$ cat src/rtl/pc_redirect_ctrl.sv
// Fetch PC owner: sequential fetch, branch/jump redirect, wrong-path flush,
// misaligned-target trap and saturating branch statistics.
module pc_redirect_ctrl #(
  parameter logic [31:0] RESET_VECTOR = 32'h0000_0000,
  parameter logic [31:0] TRAP_VECTOR  = 32'h0000_0100,
  parameter int unsigned FLUSH_CYCLES = 2,
  parameter int unsigned COUNT_W      = 16
) (
  input  logic               iCLK,
  input  logic               iRST_N,
  input  logic               iStall,
  input  logic               iResolveValid,
  input  logic               iTaken,
  input  logic               iIsJump,
  input  logic [31:0]        iPCTarget,
  input  logic [31:0]        iResolvePC,
  output logic [31:0]        oPC,
  output logic               oFlush,
  output logic               oTrap,
  output logic [31:0]        oEPC,
  output logic [COUNT_W-1:0] oBranchCount,
  output logic [COUNT_W-1:0] oTakenCount
);

  typedef enum logic {
    RUN   = 1'b0,
    FLUSH = 1'b1
  } state_t;

  localparam logic [3:0]         CNT_INIT = 4'(FLUSH_CYCLES);
  localparam logic [COUNT_W-1:0] CNT_MAX  = {COUNT_W{1'b1}};

  state_t             state_q, state_d;
  logic [3:0]         cnt_q, cnt_d;
  logic [31:0]        pc_d, epc_d;
  logic               trap_d;
  logic [COUNT_W-1:0] br_d, tk_d;
  logic               redirect, misaligned;

  assign redirect   = iResolveValid & iTaken;
  assign misaligned = |iPCTarget[1:0];

  always_comb begin
    state_d = state_q;
    cnt_d   = cnt_q;
    pc_d    = oPC;
    epc_d   = oEPC;
    trap_d  = 1'b0;
    br_d    = oBranchCount;
    tk_d    = oTakenCount;
    unique case (state_q)
      RUN: begin
        if (iResolveValid) begin
          if (!iIsJump && oBranchCount != CNT_MAX)
            br_d = oBranchCount + 1'b1;
          if (iTaken && oTakenCount != CNT_MAX)
            tk_d = oTakenCount + 1'b1;
        end
        if (redirect && misaligned) begin
          pc_d    = TRAP_VECTOR;
          epc_d   = iResolvePC;
          trap_d  = 1'b1;
          cnt_d   = CNT_INIT;
          state_d = FLUSH;
        end else if (redirect) begin
          pc_d    = iPCTarget;
          cnt_d   = CNT_INIT;
          state_d = FLUSH;
        end else if (!iStall) begin
          pc_d = oPC + 32'd4;
        end
      end
      FLUSH: begin
        // wrong-path slots drain; stall and resolves are ignored here
        pc_d  = oPC + 32'd4;
        cnt_d = cnt_q - 4'd1;
        if (cnt_q == 4'd1)
          state_d = RUN;
      end
      default: state_d = RUN;
    endcase
  end

  always_ff @(posedge iCLK or negedge iRST_N) begin
    if (!iRST_N) begin
      state_q      <= RUN;
      cnt_q        <= 4'd0;
      oPC          <= RESET_VECTOR;
      oTrap        <= 1'b0;
      oEPC         <= 32'd0;
      oBranchCount <= '0;
      oTakenCount  <= '0;
    end else begin
      state_q      <= state_d;
      cnt_q        <= cnt_d;
      oPC          <= pc_d;
      oTrap        <= trap_d;
      oEPC         <= epc_d;
      oBranchCount <= br_d;
      oTakenCount  <= tk_d;
    end
  end

  assign oFlush = (state_q == FLUSH);

endmodule

$ cat config.mk
export PLATFORM = sky130hd
export DESIGN_NAME = pc_redirect_ctrl
export DESIGN_NICKNAME = d
export VERILOG_FILES = /design/src/rtl/pc_redirect_ctrl.sv
export SDC_FILE = /design/constraint.sdc
export NUM_CORES = 1
export LEC_CHECK = 0
export ABC_CLOCK_PERIOD_IN_PS = 3000
export BUFFER_PORTS_ARGS = -buffer_cell sky130_fd_sc_hd__buf_2
export CORE_MARGIN = 5
export CORE_UTILIZATION = 38
export DETAILED_ROUTE_END_ITERATION = 10
export PLACE_DENSITY = 0.61
export REMOVE_ABC_BUFFERS = 1
export SYNTH_ARGS = -nofsm -noshare
export SYNTH_HDL_FRONTEND = slang
export SYNTH_SLANG_ARGS = --single-unit
$ cat constraint.sdc
create_clock -name iCLK -period 3 [get_ports iCLK]
set_input_delay 0.3 -clock iCLK [delete_from_list [all_inputs] [get_ports iCLK]]
set_output_delay 0.3 -clock iCLK [all_outputs]
set_load 0.005 [all_outputs]
==> results.py, run 1 <==
metrics = {
    "routing": {
        "drt_wl_total_um": 13600,
        "viasPerCell": 5.33,
        "wl_per_cell_um": 16.3,
        "first_iter_violations": 326,
        "drtAntennaViolNets": 0,
        "first_pass_iters": 5,
        "num_vias": 4424,
        "route.detailed.drc": 0,
    },
    "sta": {
        "fin_hold_ws_ns": -0.00468,
        "period_minus_slack_ns": 2.40,
        "worst_pin_slew_ns": 0.719,
        "setup_tns_ns": 0,
        "slew_headroom_pct": 52.0,
        "period_share_pct": 79.9,
        "grt_setup_unrepaired": "no",
        "finalClockSkew_ns": 0.00856,
        "final_max_slew_viol_count": 0,
        "max_freq_ghz": 0.417,
        "hold_viol": 10,
        "setup_viol": 0,
    },
    "global_routing": {
        "grt_max_degree": 58,
        "grt_util_all_layers_pct": 17.5,
        "antenna_found_initial": 0,
        "overflow": 0,
        "grt_pass1_vias": 4383,
        "grt_pass1_wl_um": 22600,
    },
    "synth": {
        "netlist_area_sq_um": 5040,
        "avgSynthCellArea_sq_um": 10.5,
        "ys_async_sr_fraction_pct": 100,
        "synth_cell_types": 59,
        "synth_seq_cells": 102,
        "synth_top_area_share_pct": 50.6,
        "synthCells": 480,
        "synth_ff_type": "dfrtp_1",
        "synth_enable_flop_cells": 0,
        "yosysMostFrequentCell": "dfrtp_1",
        "yosys-top-cells-count": "102 x dfrtp_1, 50 x nand2_1, 35 x a21oi_1, 35 x mux2_2, 25 x nor2_1",
        "yosysSeqAreaShare_pct": 50.6,
        "yosysWarningCount": 0,
        "synth_top_cell_by_area": "dfrtp_1",
        "ys_top_cells_by_area": "dfrtp_1 51%, mux2_2 7.8%, xnor2_1 3.8%, nand2_1 3.7%, a21oi_1 3.5%",
    },
    "final_layout": {
        "fin_nets": 724,
        "n_antenna_cell": 0,
        "drive_above_1_share_pct": 37.6,
        "layout-area-overhead-vs-synth_pct": 27.4,
        "nFillCells": 1269,
    },
    "floorplanning": {
        "die_x_um": 125,
        "dieArea_sq_um": 15700,
        "die_h_um": 125,
        "num_io_pins": 168,
        "core_sq_um": 13100,
        "row_count": 42,
        "start_util_pct": 38.4,
    },
    "clock_tree": {
        "cts_setup_buffers": 0,
        "tritoncts": "built",
        "clock_latency_ns": 0.35,
        "h-tree-depth": 3,
        "hold_buffers": 0,
        "cts_buffer_depth": 2,
        "clock_sinks": 102,
        "clk_pin_slew_ns": 0.07,
        "cts_buffers": 9,
        "ctsResizeCount": 0,
        "clockRootBuffer": "clkbuf_16",
    },
    "power": {
        "leakage_nw": 3.09,
        "p_int_mw": 3.36,
        "power_frac_seq_pct": 45.3,
        "clockPowerShare_pct": 24.0,
        "p_per_area_nw_per_um2": 800,
        "pwr-share-comb_pct": 30.7,
        "swShare_pct": 34.7,
        "netSwitchingPower_mw": 1.78,
        "ir_drop_v": 0.000254,
    },
    "worst_setup_path": {
        "cp_max_fo": 7,
        "arrival_ns": 2.64,
        "path_class": "flip-flop to flip-flop",
        "end_kind": "flip-flop",
        "required_ns": 3.24,
        "start_kind": "flip-flop",
    },
    "outcome": {
        "violations": "negative hold slack",
        "status": "complete, but fails checks",
    },
    "place": {
        "place_congestion": 0.828,
        "port-buffer-count": 167,
        "dp_hpwl_um": 9900,
    },
    "job": {
        "timing.max_cap.violations": 0,
    },
    "min_path": {
        "min_path_type": "input pin to async pin",
    },
}
[registers in the layout, summed over array words and instances (netlist names)]
register and flops:
oTakenCount 16, oTrap 1, oBranchCount 16, oFlush 1, oPC 32, cnt_q 4, oEPC 32
[worst paths after layout]
kind                                    start                           to  slack (ns)  depth (start not counted)
max                        oPC[2]$_DFFE_PN0P_          oPC[28]$_DFFE_PN0P_        0.60                          6
min                                    iRST_N  oBranchCount[8]$_DFFE_PN0P_      -0.005                          1
max reg2reg                oPC[2]$_DFFE_PN0P_          oPC[28]$_DFFE_PN0P_        0.60                          6
min reg2reg                oPC[0]$_DFFE_PN0P_           oPC[0]$_DFFE_PN0P_        0.49                          1
max in group asynchronous              iRST_N             oFlush$_DFF_PN0_        2.27                          2
min in group iCLK               iPCTarget[21]          oPC[21]$_DFFE_PN0P_        0.15                          3
[routing by layer]
| metal | global-route usage (%) | vias up | share of wire (%) |
|---|---|---|---|
| met4 | 6.95 | 0 | 1.8 |
| met2 | 27.7 | 152 | 48 |
| li1 | - | 2099 | - |
| met1 | 23.8 | 2159 | 44 |
| met5 | 0 | - | 0 |
| met3 | 3.54 | 14 | 6.5 |
[worst max-delay path, stage by stage (launching register included)]
cell	delay, ns
dfrtp_1	0.42
ha_1	0.23
nand2_1	0.17
or4_4	0.61
nor3_1	0.24
mux2_2	0.35
a221o_1	0.26
[per-stage QoR]
stage          util (%)  setup slack, ns  std cells  area (sq um)  total power, mW
2_1_floorplan         -           -0.192        460          4950             3.12
3_3_place_gp       46.5            0.691        814          6110             3.89
5_1_grt            48.9            0.507        830          6420             5.53
4_1_cts            48.9            0.635        830          6420             5.22
6_report           48.9            0.603        830          6420             5.14
3_5_place_dp       46.5            0.646        814          6110             3.96
[final cells by class]
type / count / area, sq um / area share (%)
repair buffers: 178 / 933 / 14.5
inverters: 9 / 33.8 / 0.526
flip-flops and latches: 102 / 2550 / 39.7
clock buffers: 10 / 239 / 3.72
clock inverters: 6 / 75.1 / 1.17
multi-input cells: 349 / 2370 / 36.9
well taps: 176 / 220 / 3.43
[logic make-up after synthesis]
family	Yosys count	synth area share [%]
AO/OA/AOI/OAI	98	12.4
XOR/XNOR	31	5.38
adder cells (fa/ha/maj)	5	1.24
buffers and inverters	29	2.43
flip-flops	102	50.6
multiplexers	39	8.61
AND/OR/NAND/NOR	176	19.3
[power by group through the flow]
stage          clock (mW)  combinational (mW)  sequential [mW]
2_1_floorplan           0               0.798             2.33
3_3_place_gp            0                1.56             2.33
3_5_place_dp            0                1.61             2.36
4_1_cts              1.28                1.61             2.33
5_1_grt              1.33                1.78             2.42
6_report             1.23                1.58             2.33
[cells in the final DEF (no fill, tap or decap), types with 7 or more instances in the layout]
cell,count
clkbuf_16,9
nand2_1,50
nand3_1,22
xor2_1,9
nand4_1,14
mux2_2,35
inv_1,9
o21ai_0,22
xnor2_1,22
and4_1,7
a21oi_1,35
buf_4,11
dfrtp_1,102
nor2_1,24
and3_1,8
nor3_1,16
buf_2,166
(Power assumes the default switching activity.)
==> run 2: changes to the inputs <==
Settings changed: ABC_AREA set to 1, ABC_CLOCK_PERIOD_IN_PS 3000 to 2500, PLACE_DENSITY 0.61 to 0.6.
Clock period 3 ns to 2.5 ns, I/O delays scaled along.
==> results.py, run 2 <==
metrics = {
    "synth": {
        "ys_top_cells_by_area": "dfrtp_1 46%, nand2_1 21%, nor2_1 6.8%, inv_1 3.7%, o21ai_0 3.6%",
        "yosys-top-cells-count": "310 x nand2_1, 102 x dfrtp_1, 100 x nor2_1, 55 x inv_1, 40 x o21ai_0",
        "synth_top_cell_by_area": "dfrtp_1",
        "ys_async_sr_fraction_pct": 100,
        "yosysWarningCount": 0,
        "synth_seq_cells": 102,
        "synth_top_area_share_pct": 46.0,
        "yosysSeqAreaShare_pct": 46.0,
        "yosysMostFrequentCell": "nand2_1",
        "netlist_area_sq_um": 5550,
        "synth_enable_flop_cells": 0,
        "avgSynthCellArea_sq_um": 7.22,
        "synth_cell_types": 37,
        "synthCells": 769,
        "synth_ff_type": "dfrtp_1",
    },
    "clock_tree": {
        "clockRootBuffer": "clkbuf_16",
        "clock_sinks": 102,
        "ctsResizeCount": 0,
        "tritoncts": "built",
        "clk_pin_slew_ns": 0.07,
        "cts_buffer_depth": 2,
        "h-tree-depth": 3,
        "cts_buffers": 9,
        "clock_latency_ns": 0.34,
    },
    "sta": {
        "slew_headroom_pct": 36.2,
        "period_share_pct": 74.4,
        "period_minus_slack_ns": 1.86,
        "setup_viol": 0,
        "worst_pin_slew_ns": 0.956,
        "finalClockSkew_ns": 0.00789,
        "fin_ws_ns": 0.641,
        "setup_tns_ns": 0,
        "hold_viol": 0,
        "fin_hold_ws_ns": 0.0928,
        "final_max_slew_viol_count": 0,
        "grt_setup_unrepaired": "no",
        "max_freq_ghz": 0.538,
    },
    "power": {
        "ir_drop_v": 0.000441,
        "power.total_mw": 6.57,
        "pwr-share-comb_pct": 34.7,
        "p_per_area_nw_per_um2": 952,
        "power_frac_seq_pct": 43.4,
        "netSwitchingPower_mw": 2.52,
        "p_int_mw": 4.05,
        "leakage_nw": 3.71,
        "clockPowerShare_pct": 21.9,
        "swShare_pct": 38.3,
    },
    "floorplanning": {
        "dieArea_sq_um": 17100,
        "die_x_um": 131,
        "die_h_um": 131,
        "row_count": 44,
        "start_util_pct": 38.5,
        "core_sq_um": 14400,
        "num_io_pins": 168,
    },
    "worst_setup_path": {
        "end_kind": "flip-flop",
        "slowest_stage": "dfrtp_1",
        "cp_max_fo": 18,
        "path_class": "flip-flop to flip-flop",
        "critical-path-top-delay-family": "simple AND/OR/NAND/NOR gates",
        "cp.buffers_inverters": 2,
        "start_kind": "flip-flop",
        "cpPeakStageDelay_ns": 0.47,
        "required_ns": 2.73,
        "arrival_ns": 2.08,
        "crit_chain": "inv_2, nand2_2, inv_2, nand2_2, nor2_1, nand2_1, o21ai_0, nand2_1",
    },
    "final_layout": {
        "layout_common_cells": "310 x nand2_1, 166 x buf_2, 102 x dfrtp_1",
        "drive_above_1_share_pct": 22.3,
        "final_core_util_pct": 47.9,
        "layout-area-overhead-vs-synth_pct": 24.4,
        "multiInputGateArea_sq_um": 2680,
        "fin_nets": 1011,
        "final_area_sq_um": 6910,
        "final_cells": 1125,
        "nFillCells": 1538,
        "seq_area_sq_um": 2550,
        "reg.largest.list": "oEPC (32), oPC (32)",
        "layout_commonest_cell": "nand2_1",
    },
    "global_routing": {
        "antenna_found_initial": 2,
        "grt_util_all_layers_pct": 18.8,
        "overflow": 0,
        "grt_pass1_vias": 5174,
        "grt_pass1_wl_um": 25500,
        "grt_max_degree": 50,
    },
    "place": {
        "place_area_sq_um": 6600,
        "dp_hpwl_um": 11600,
        "place_congestion": 0.935,
        "port-buffer-count": 167,
        "dp_cells": 1108,
        "pre_cts_ws_ns": 0.632,
    },
    "min_path": {
        "min_path_type": "input pin to flip-flop",
    },
    "routing": {
        "viasPerCell": 4.74,
        "drtAntennaViolNets": 0,
        "route.detailed.drc": 0,
        "first_pass_iters": 5,
        "wl_per_cell_um": 13.8,
        "drt_wl_total_um": 15500,
        "first_iter_violations": 258,
        "num_vias": 5338,
    },
    "job": {
        "timing.max_cap.violations": 0,
    },
    "outcome": {
        "status": "complete, no violations",
    },
}
## run 2: cell count changes after synthesis, sizes merged, moves of 7 or more
cell / before / now
a21oi: 35 / 13
and3: 8 / 0
and4: 7 / 0
inv: 9 / 60
mux2: 35 / 0
nand2: 50 / 316
nand3: 23 / 39
nand4: 16 / 2
nor2: 26 / 107
nor3: 20 / 9
o21ai: 24 / 40
xnor2: 22 / 11
xor2: 9 / 22
## run 2: path summary, 6_finish.rpt
check	depth (start not counted)	slack, ns	end	startpoint
worst max-delay path	8	0.64	oTakenCount[13]$_DFFE_PN0P_	oFlush$_DFF_PN0_
max in group asynchronous	3	1.44	oPC[19]$_DFFE_PN0P_	iRST_N
worst min-delay path	3	0.09	oEPC[28]$_DFFE_PN0P_	iResolvePC[28]
worst min register to register	2	0.48	oEPC[22]$_DFFE_PN0P_	oEPC[22]$_DFFE_PN0P_
worst max register to register	8	0.64	oTakenCount[13]$_DFFE_PN0P_	oFlush$_DFF_PN0_
min in group asynchronous	2	0.42	oEPC[26]$_DFFE_PN0P_	iRST_N
## run 2: timing repair
| action | 4_1_cts | 5_1_grt |
|---|---|---|
| buffers inserted | 0 | 0 |
| endpoints found under the hold margin | 35 | 0 |
| hold buffers | 1 | 0 |
## run 2: power by group through the flow
stage                     combinational, mW  sequential [mW]  clock [mW]
after global routing                   2.65             2.96        1.55
after CTS                              2.33             2.85        1.48
final                                  2.28             2.85        1.44
after detailed placement               2.32             2.86           0
after floorplan                        1.25             2.82           0
after global placement                 2.29             2.89           0
## run 2: area by class of cell
type                       count  share of cell area [%]
inverter                      60                    3.30
multi-input combinational    587                    38.7
timing repair buffer         176                    13.3
clock inverter                 5                   0.833
clock buffer                  10                    3.46
tap                          184                    3.33
sequential                   102                    37.0
antenna                        1                  0.0362
## run 2: kinds of logic after synthesis
family	share of synthesized area [%]
AO/OA/AOI/OAI	6.81
XOR/XNOR	5.21
adder cells (fa/ha/maj)	1.13
buffers and inverters	5.79
flip-flops	46.0
AND/OR/NAND/NOR	35.1
## run 2: per-layer routing
metal	part of all wire, %	global-route usage, %
met1	46	25.4
met2	44	28.7
met3	7.6	5.16
met4	2.1	7.14
met5	0.13	0
## run 2: tightest hold or removal path, stage by stage
cell and delay [ns]:
buf_2 0.07, nand2_1 0.04, nand2_1 0.04
